File: src/rtl/bcd_digit_formatter.sv
// bcd_digit_formatter
//   Converts an unsigned binary value into four 5-bit digit codes for a
//   4-digit 7-segment controller. The conversion is iterative double dabble:
//   the value is shifted in one bit per clock.
//   Leading zeros can be blanked. Values above 9999 show as four dashes.
//   Results are registered and held until the next conversion completes.
//
// Ports
//   clk       in   1      system clock
//   reset     in   1      synchronous, active-high reset
//   start     in   1      begin conversion of value (only sampled in IDLE)
//   value     in   WIDTH  unsigned binary value
//   busy      out  1      conversion in progress
//   done      out  1      one-cycle pulse when d0..d3/overflow are updated
//   overflow  out  1      last converted value was > 9999
//   d0..d3    out  5      digit codes, ones (d0) to thousands (d3)
module bcd_digit_formatter #(
    parameter int WIDTH         = 14,
    parameter bit BLANK_LEADING = 1'b1
) (
    input  logic             clk,
    input  logic             reset,
    input  logic             start,
    input  logic [WIDTH-1:0] value,
    output logic             busy,
    output logic             done,
    output logic             overflow,
    output logic [4:0]       d0,
    output logic [4:0]       d1,
    output logic [4:0]       d2,
    output logic [4:0]       d3
);

    localparam int SW = WIDTH + 20;          // 5 BCD nibbles above the binary field
    localparam int CW = $clog2(WIDTH + 1);

    localparam logic [1:0] S_IDLE   = 2'd0;
    localparam logic [1:0] S_SHIFT  = 2'd1;
    localparam logic [1:0] S_FORMAT = 2'd2;

    localparam logic [4:0] CODE_DASH  = 5'd22;
    localparam logic [4:0] CODE_BLANK = 5'd23;

    logic [1:0]    state;
    logic [SW-1:0] sr;
    logic [SW-1:0] sr_adj;
    logic [CW-1:0] cnt;

    // Add-3 correction on each BCD nibble before the shift. Each nibble is
    // corrected independently; no carry crosses nibble boundaries.
    always_comb begin
        sr_adj = sr;
        for (int k = 0; k < 5; k++) begin
            if (sr[WIDTH + 4*k +: 4] >= 4'd5)
                sr_adj[WIDTH + 4*k +: 4] = sr[WIDTH + 4*k +: 4] + 4'd3;
        end
    end

    // Final BCD nibbles once all WIDTH bits have been shifted in.
    logic [3:0] t_n, b3, b2, b1, b0;
    logic       blank3, blank2, blank1;

    always_comb begin
        t_n = sr[WIDTH + 16 +: 4];
        b3  = sr[WIDTH + 12 +: 4];
        b2  = sr[WIDTH +  8 +: 4];
        b1  = sr[WIDTH +  4 +: 4];
        b0  = sr[WIDTH      +: 4];
        // A digit is blanked only if it and every digit to its left are zero.
        blank3 = BLANK_LEADING && (b3 == 4'd0);
        blank2 = blank3 && (b2 == 4'd0);
        blank1 = blank2 && (b1 == 4'd0);
    end

    always_ff @(posedge clk) begin
        if (reset) begin
            state    <= S_IDLE;
            sr       <= '0;
            cnt      <= '0;
            busy     <= 1'b0;
            done     <= 1'b0;
            overflow <= 1'b0;
            d0       <= CODE_BLANK;
            d1       <= CODE_BLANK;
            d2       <= CODE_BLANK;
            d3       <= CODE_BLANK;
        end else begin
            done <= 1'b0;
            case (state)
                S_IDLE: begin
                    if (start) begin
                        sr    <= {20'b0, value};
                        cnt   <= CW'(WIDTH);
                        busy  <= 1'b1;
                        state <= S_SHIFT;
                    end
                end
                S_SHIFT: begin
                    sr  <= {sr_adj[SW-2:0], 1'b0};
                    cnt <= cnt - 1'b1;
                    if (cnt == CW'(1))
                        state <= S_FORMAT;
                end
                S_FORMAT: begin
                    if (t_n != 4'd0) begin
                        overflow <= 1'b1;
                        d3 <= CODE_DASH;
                        d2 <= CODE_DASH;
                        d1 <= CODE_DASH;
                        d0 <= CODE_DASH;
                    end else begin
                        overflow <= 1'b0;
                        d3 <= blank3 ? CODE_BLANK : {1'b0, b3};
                        d2 <= blank2 ? CODE_BLANK : {1'b0, b2};
                        d1 <= blank1 ? CODE_BLANK : {1'b0, b1};
                        d0 <= {1'b0, b0};
                    end
                    done  <= 1'b1;
                    busy  <= 1'b0;
                    state <= S_IDLE;
                end
                default: begin
                    busy  <= 1'b0;
                    state <= S_IDLE;
                end
            endcase
        end
    end

endmodule

File: config.mk
export PLATFORM = sky130hd
export DESIGN_NAME = bcd_digit_formatter
export DESIGN_NICKNAME = d
export VERILOG_FILES = /design/src/rtl/bcd_digit_formatter.sv
export SDC_FILE = /design/constraint.sdc
export NUM_CORES = 1
export LEC_CHECK = 0
export ABC_CLOCK_PERIOD_IN_PS = 1400
export CAP_MARGIN = 20
export CORE_AREA = 4 4 88 131
export DETAILED_ROUTE_END_ITERATION = 16
export DIE_AREA = 0 0 92 135
export GPL_TIMING_DRIVEN = 0
export SYNTH_ARGS = -nofsm -noshare
export SYNTH_HDL_FRONTEND = slang
export SYNTH_SLANG_ARGS = --single-unit
File: constraint.sdc
create_clock -name clk -period 1.4 [get_ports clk]
set_input_delay 0.35 -clock clk [delete_from_list [all_inputs] [get_ports clk]]
set_output_delay 0.35 -clock clk [all_outputs]
set_load 0.1 [all_outputs]
==> results of run 1 <==
[final cells by class]
type                       instances  area, µm²  share of cell area (%)
buffer                            23        180                    4.21
clock buffer                      13        260                    6.08
clock inverter                     3       17.5                   0.409
inverter                          28        110                    2.57
multi-input combinational        238       1780                    41.6
sequential                        63       1290                    30.2
tap                              144        180                    4.21
timing repair buffer              56        462                    10.8
[worst paths after layout]
path / startpoint / endpoint / slack, ps
min reg2reg: d1[3] / d1[3] / 450
max reg2reg: sr[31] / d1[2] / -80
min: d1[3] / d1[3] / 450
max: sr[31] / d1[2] / -80
[cells by family (layout without fill, tap and decap cells)]
logic type,after synthesis,after routing,synth area share [%]
flip-flops,63,63,41.2
buffers and inverters,53,123,7.27
multiplexers,1,1,0.327
adder cells (fa/ha/maj),14,14,5.72
AO/OA/AOI/OAI,115,115,26.6
XOR/XNOR,2,2,0.572
AND/OR/NAND/NOR,106,106,18.4
[timing repair]
item,in CTS,in global routing
setup buffers,8,8
setup endpoints to repair,85,46
hold endpoints to repair,0,0
resized for setup,193,44
gates cloned,2,1
pin swaps,6,7
[flip-flops by register name, summed over array words and instances, names as in the netlist]
signal    cells
sr           34
d0            5
d1            5
d2            5
d3            5
cnt           4
state         2
busy          1
done          1
overflow      1
[metal layers]
| metal | share of wire (%) | up-vias |
|---|---|---|
| li1 | - | 1427 |
| met3 | 4.1 | 25 |
| met4 | 3.4 | 0 |
| met2 | 53 | 84 |
| met1 | 40 | 1442 |
| met5 | 0 | - |
[cells in the final DEF (no fill, tap or decap), drive strengths merged, types with 2 or more instances in the layout]
master          n
nor2b           6
nor4b           6
nand2          20
a22o            5
buf            55
inv            28
ha             14
or3b            2
nand3          26
o2111ai        12
a21o            4
clkdlybuf4s50  14
nor3            6
a21oi          26
nand2b          8
xnor2           2
clkbuf         22
clkinv          2
a2bb2oi         5
o21a            5
o221a           9
o41ai           3
dfxtp          63
a31oi           2
nor2           23
o211ai         13
o21ai          21
nor3b           5
a211oi          3
[cells in the mapped netlist, types with 3 or more instances]
| cell type | instances |
|---|---|
| a211oi_1 | 3 |
| nand3_1 | 26 |
| dfxtp_1 | 63 |
| nor4b_1 | 5 |
| ha_1 | 14 |
| o221a_2 | 9 |
| buf_2 | 13 |
| nor3_1 | 6 |
| a2bb2oi_1 | 5 |
| nor3b_1 | 4 |
| nor2b_1 | 6 |
| a22o_1 | 5 |
| nand2_1 | 20 |
| o2111ai_1 | 12 |
| o21ai_0 | 21 |
| a21o_1 | 4 |
| clkbuf_1 | 9 |
| a21oi_1 | 26 |
| nand2b_1 | 8 |
| inv_1 | 28 |
| nor2_1 | 23 |
| o41ai_1 | 3 |
| o21a_1 | 5 |
| o211ai_1 | 13 |
[worst max-delay path, cell delays in order, from the launching register on]
cell and delay (ps):
dfxtp_2 320, inv_2 70, ha_4 130, or3b_4 390
a21oi_4 190, buf_6 160, o2111ai_2 90
[where the power goes]
group	leakage [nW]	switching (mW)	internal [mW]	total, mW
combinational	0.980	0.367	0.270	0.637
clock	0.136	0.794	1.29	2.08
sequential	0.520	0.0619	1.87	1.93
total	1.64	1.22	3.43	4.65
[per-stage QoR]
step / power, mW / instances / setup WS, ps
floorplan: 2.35 / 354 / 14.8
global placement: 2.53 / 536 / -786
detailed placement: 2.54 / 536 / -777
CTS: 4.64 / 560 / -118
global route: 4.82 / 568 / -111
finish: 4.65 / 568 / -79.8
==> summary.md, run 1 <==
| Metric | Value |
|---|---|
| Outcome | finished with violations |
| Failing checks | negative setup slack |
| Placed Area | between 3000 and 4000 µm² |
| Synthesized area per cell | 8.66 µm² |
| Yosys warning count | 0 |
| DIE WIDTH | slightly above 90 µm |
| Post-Route Setup TNS | -510 ps |
| Met2 usage | 28.0% |
| Final Cell Area | ~4300 µm² |
| Die Height | between 100 and 150 µm |
| Headroom to the max-slew limit | 67.5% |
| Worst reg2reg path depth | 6 |
| Final setup violation count | 11 |
| Hold Path Class | register to register |
| Root Buffer | clkbuf_16 |
| Clk pin slew, worst setup/hold paths | 50 ps |
| Drt initial violations | a little over 200 |
| Critical Path AT | about 1700 ps |
| GRT overflow | 0 |
| Nets | 450 |
| Async set-reset flop share out of synthesis | 0% |
| DR vias | 2978 |
| Total Wirelength | about 9400 µm |
| Number of synthesized register bits | 63 |
| Post-layout util | a little over 40% |
| Core area | 10500 µm² |
| Largest net degree at the start of global routing | 11 |
| PnR worst setup slack | -79.8 ps |
| Slew of the pin with the lowest slew margin | slightly below 500 ps |
| Final Hold Fails | 0 |
| Area leader, netlist | dfxtp_1 |
| Met1 usage | between 10% and 20% |
| Nature of the critical path endpoint | register |
| Synth unique cells | 44 |
| Grt met3 use | a little over 3% |
| Global-route wire length before repair | between 10000 and 15000 µm |
| Worst hold path depth | 2 |
| Antenna viol nets, final | 0 |
| Worst path required time | 1610 ps |
| Cell count after synthesis | 354 |
| Maximum fanout along the worst path | 5 |
| Post-route DRC | 0 |
| TritonCTS Sinks | 63 |
| FMAX | about 680 MHz |
| Main synth FF type | dfxtp_1 |
| Fin crit period | about 1500 ps |
| Port bufs | 38 |
| Post-synthesis sequential area ratio | about two fifths |
| Number of buffers created by CTS | 9 |
| IO Pins | 40 |
| LEAKAGE | 1.64 nW |
| # hold bufs at CTS | 0 |
| Post-synth EDFFs | 0 |
| Initial antenna violation count | 0 |
| Max IR drop VDD | slightly below 0.5 mV |
| Post-DP HPWL | about 6300 µm |
| Layer with the highest usage | met2 |
| Syn Std Cell Area | a little over 3000 µm² |
| DR WL/cell | 16.5 µm |
| Worst setup path class | register to register |
| Pwr Density | approximately 1100 nW/µm² |
| 1st-pass router iterations | 5 |
| # fillers | 1052 |
| N_diodes | 0 |
| Startpoint Class | register |
| Layout cell share with drive strength beyond 1 | 32.1% |
| Final period util | 106% |
| CTS tree | done |
| Htree depth | 3 |
| Max Slew Vio Count | 0 |
| Clock Path Buffers | 2 |
| Die area | about 12000 µm² |
| Unrepaired setup endpoints after global routing | yes |
| Top cell type's share of synthesized area | around two fifths |
| MaxCap Viol Count | 0 |
| Clock latency on the worst-skew pair | 340 ps |
| Initial Util | between 20 and 30% |
| Row cnt | 46 |
| Routability cong. | about 0.84 |
| DR vias/cell | ~5.2 |
| Worst Skew | between 5 and 6 ps |
| Ranking of synthesized cells by area | dfxtp_1 41%, ha_1 5.7%, a21oi_1 4.2%, nand3_1 4.2%, inv_1 3.4% |
| Min Hold Slack | between 400 and 500 ps |
| Vias in the first global route | about 3000 |
| Area Overhead vs Synth | 39.6% |
| Mapped Nets | 385 |
| GRT Total Usage | approximately 15% |
(Power assumes the default switching activity.)
==> inputs of run 2 (changes only) <==
--- a/config.mk
+++ b/config.mk
@@ -7,10 +7,13 @@
 export LEC_CHECK = 0
 export ABC_CLOCK_PERIOD_IN_PS = 1400
 export CAP_MARGIN = 20
+export CELL_PAD_IN_SITES_DETAIL_PLACEMENT = 1
+export CELL_PAD_IN_SITES_GLOBAL_PLACEMENT = 1
 export CORE_AREA = 4 4 88 131
 export DETAILED_ROUTE_END_ITERATION = 16
 export DIE_AREA = 0 0 92 135
 export GPL_TIMING_DRIVEN = 0
+export PLACE_DENSITY_LB_ADDON = 0.1
 export SYNTH_ARGS = -nofsm -noshare
 export SYNTH_HDL_FRONTEND = slang
 export SYNTH_SLANG_ARGS = --single-unit
==> summary.md, run 2 (synthesis gave the netlist of run 1 again) <==
| Metric | Value |
|---|---|
| Worst setup path class | register to register (unchanged) |
| WHS Endpoint | d2[3] (was d1[3]) |
| Hold Path Class | register to register (unchanged) |
| DR WL/cell | 17.6 µm (was 16.5 µm) |
| Unrepaired setup endpoints after global routing | yes (unchanged) |
| Post-route DRC | 0 (unchanged) |
| Row cnt | 46 (unchanged) |
| Fin crit period | 1530 ps (was 1480 ps) |
| Total Wirelength | 9990 µm (was 9380 µm) |
| GRT overflow | 0 (unchanged) |
| Pint | 3.80 mW (was 3.43 mW) |
| Vias in the first global route | 3065 (was 2926) |
| Placed Area | 3650 µm² (unchanged) |
| Htree depth | 3 (unchanged) |
| 1st-pass router iterations | 5 (unchanged) |
| Worst Skew | 3.75 ps (was 5.25 ps) |
| Combinational power share | 12.8% (was 13.7%) |
| CTS tree | done (unchanged) |
| Drt initial violations | 86 (was 206) |
| Slew of the pin with the lowest slew margin | 583 ps (was 487 ps) |
| Final period util | 109% (was 106%) |
| Headroom to the max-slew limit | 61.0% (was 67.5%) |
| Failing checks | negative setup slack (unchanged) |
| Nature of the critical path endpoint | register (unchanged) |
| Worst path required time | 1600 ps (was 1610 ps) |
| Maximum fanout along the worst path | 5 (unchanged) |
| Reg2reg setup slack | -130 ps (was -80 ps) |
| Layout cell share with drive strength beyond 1 | 33.5% (was 32.1%) |
| Initial Util | 29.3% (unchanged) |
| DIE WIDTH | 92 µm (unchanged) |
| Startpoint Class | register (unchanged) |
| Final Hold Fails | 0 (unchanged) |
| TritonCTS Sinks | 63 (unchanged) |
| Net Sw Power | 1.21 mW (was 1.22 mW) |
| Clock Path Buffers | 2 (unchanged) |
| Die Height | 135 µm (unchanged) |
| CP Cell Sequence | inv_2 -> ha_4 -> or3b_4 -> a21oi_4 -> buf_6 -> o2111ai_2 (unchanged) |
| Power Total | 5.01 mW (was 4.65 mW) |
| Critical-path top delay cell | or3b_4 (unchanged) |
| Global-route wire length before repair | 16100 µm (was 14900 µm) |
| Switching Fraction | 24.2% (was 26.3%) |
| MaxCap Viol Count | 0 (unchanged) |
| FF-to-FF Start | sr[30] (was sr[31]) |
| Critical Path AT | 1730 ps (was 1690 ps) |
| Worst setup startpoint | sr[30] (was sr[31]) |
| Final Cell Area | 4330 µm² (was 4280 µm²) |
| Max Slew Vio Count | 0 (unchanged) |
| Largest register FFs | 34 (unchanged) |
| DR vias | 2884 (was 2978) |
| Max IR drop VDD | 0.600 mV (was 0.496 mV) |
| PnR worst setup slack | -125 ps (was -79.8 ps) |
| Die area | 12400 µm² (unchanged) |
| GRT Total Usage | 16.8% (was 15.3%) |
| Antenna viol nets, final | 0 (unchanged) |
| DR vias/cell | 5.08 (was 5.24) |
| Post-DP HPWL | 7130 µm (was 6290 µm) |
| FMAX | 656 MHz (was 676 MHz) |
| Commonest non-fill, non-tap cell in the layout | dfxtp_1 (unchanged) |
| Largest net degree at the start of global routing | 11 (unchanged) |
| Area Overhead vs Synth | 41.3% (was 39.6%) |
| CP peak stage delay | 400 ps (was 390 ps) |
| Hold Startpoint | d2[3] (was d1[3]) |
| Post-layout util | 41.3% (was 40.8%) |
| Most flops, register | sr (unchanged) |
| Root Buffer | clkbuf_16 (unchanged) |
| Final setup violation count | 12 (was 11) |
| LEAKAGE | 1.64 nW (about the same) |
| Number of buffers created by CTS | 9 (unchanged) |
| Port bufs | 38 (unchanged) |
| Worst reg2reg path depth | 6 (unchanged) |
| Routability cong. | 0.746 (was 0.845) |
| Initial antenna violation count | 0 (unchanged) |
| Clk pin slew, worst setup/hold paths | 50 ps (about the same) |
| Sequential power share | 38.5% (was 41.5%) |
| Core area | 10500 µm² (unchanged) |
| # hold bufs at CTS | 0 (unchanged) |
| Worst hold path depth | 2 (unchanged) |
| N_diodes | 0 (unchanged) |
| Commonest non-fill, non-tap cells in the layout | 51 x dfxtp_1, 44 x buf_4, 25 x a21oi_1 (was 52 x dfxtp_1, 46 x buf_4, 25 x a21oi_1) |
| FF-to-FF End | d1[2] (unchanged) |
| Outcome | finished with violations (unchanged) |
| Clock network power share | 48.7% (was 44.8%) |
| Pwr Density | 1160 nW/µm² (was 1090 nW/µm²) |
| Nets | 450 (unchanged) |
| Clock latency on the worst-skew pair | 330 ps (was 340 ps) |
| IO Pins | 40 (unchanged) |
run 2: power groups by stage:
stage	clock network [mW]	logic (mW)	registers (mW)
after floorplan	0	0.339	2.01
after detailed placement	0	0.583	1.97
after global routing	2.58	0.700	1.94
after global placement	0	0.579	1.97
final	2.44	0.641	1.93
after CTS	2.51	0.617	1.94
run 2: through the flow:
stage | TNS [ps] | worst slack, ps | hold slack [ps] | cells
after CTS | -1260 | -145 | 454 | 560
after floorplan | 0 | 14.8 | 426 | 354
after detailed placement | -48890 | -824 | 447 | 536
after global routing | -2180 | -184 | 480 | 568
after global placement | -51140 | -830 | 432 | 536
final | -979 | -125 | 455 | 568
run 2: how the worst max path moves through the flow:
stage,end,slack (ps),depth (start not counted)
after CTS,d1[2],-140,6
after detailed placement,sr[23],-820,6
after global placement,done,-830,4
after floorplan,sr[22],10,5
after global routing,d1[2],-180,6
final,d1[2],-130,6
run 2: per-layer routing:
layer | up-vias | routed length (µm) | track usage (%) | part of all wire, %
met1 | 1395 | 3930 | 17.2 | 39
li1 | 1424 | - | - | -
met2 | 51 | 5650 | 33.5 | 57
met5 | - | 0 | 0 | 0
met3 | 14 | 258 | 2.95 | 2.6
met4 | 0 | 155 | 5.79 | 1.6
run 2: timing repair:
| item | 4_1_cts | 5_1_grt |
|---|---|---|
| setup endpoints to repair | 85 | 51 |
| gates cloned | 2 | 0 |
| pin swaps | 7 | 16 |
| resized for setup | 195 | 43 |
| setup buffers | 7 | 9 |
run 2: cell type report:
type	count	area, µm²
timing repair buffer	56	473
multi-input combinational	238	1780
buffer	23	175
clock inverter	3	65.1
inverter	28	110
sequential	63	1290
tap	144	180
fill	1220	6140
clock buffer	13	260
run 2: critical path: cells and delay by family, from the launching register on:
kind,cells,cell delay [ps]
flops,1,320
simple gates,1,400
fa+ha+maj,1,140
compound gates,2,290
buf+inv,2,240
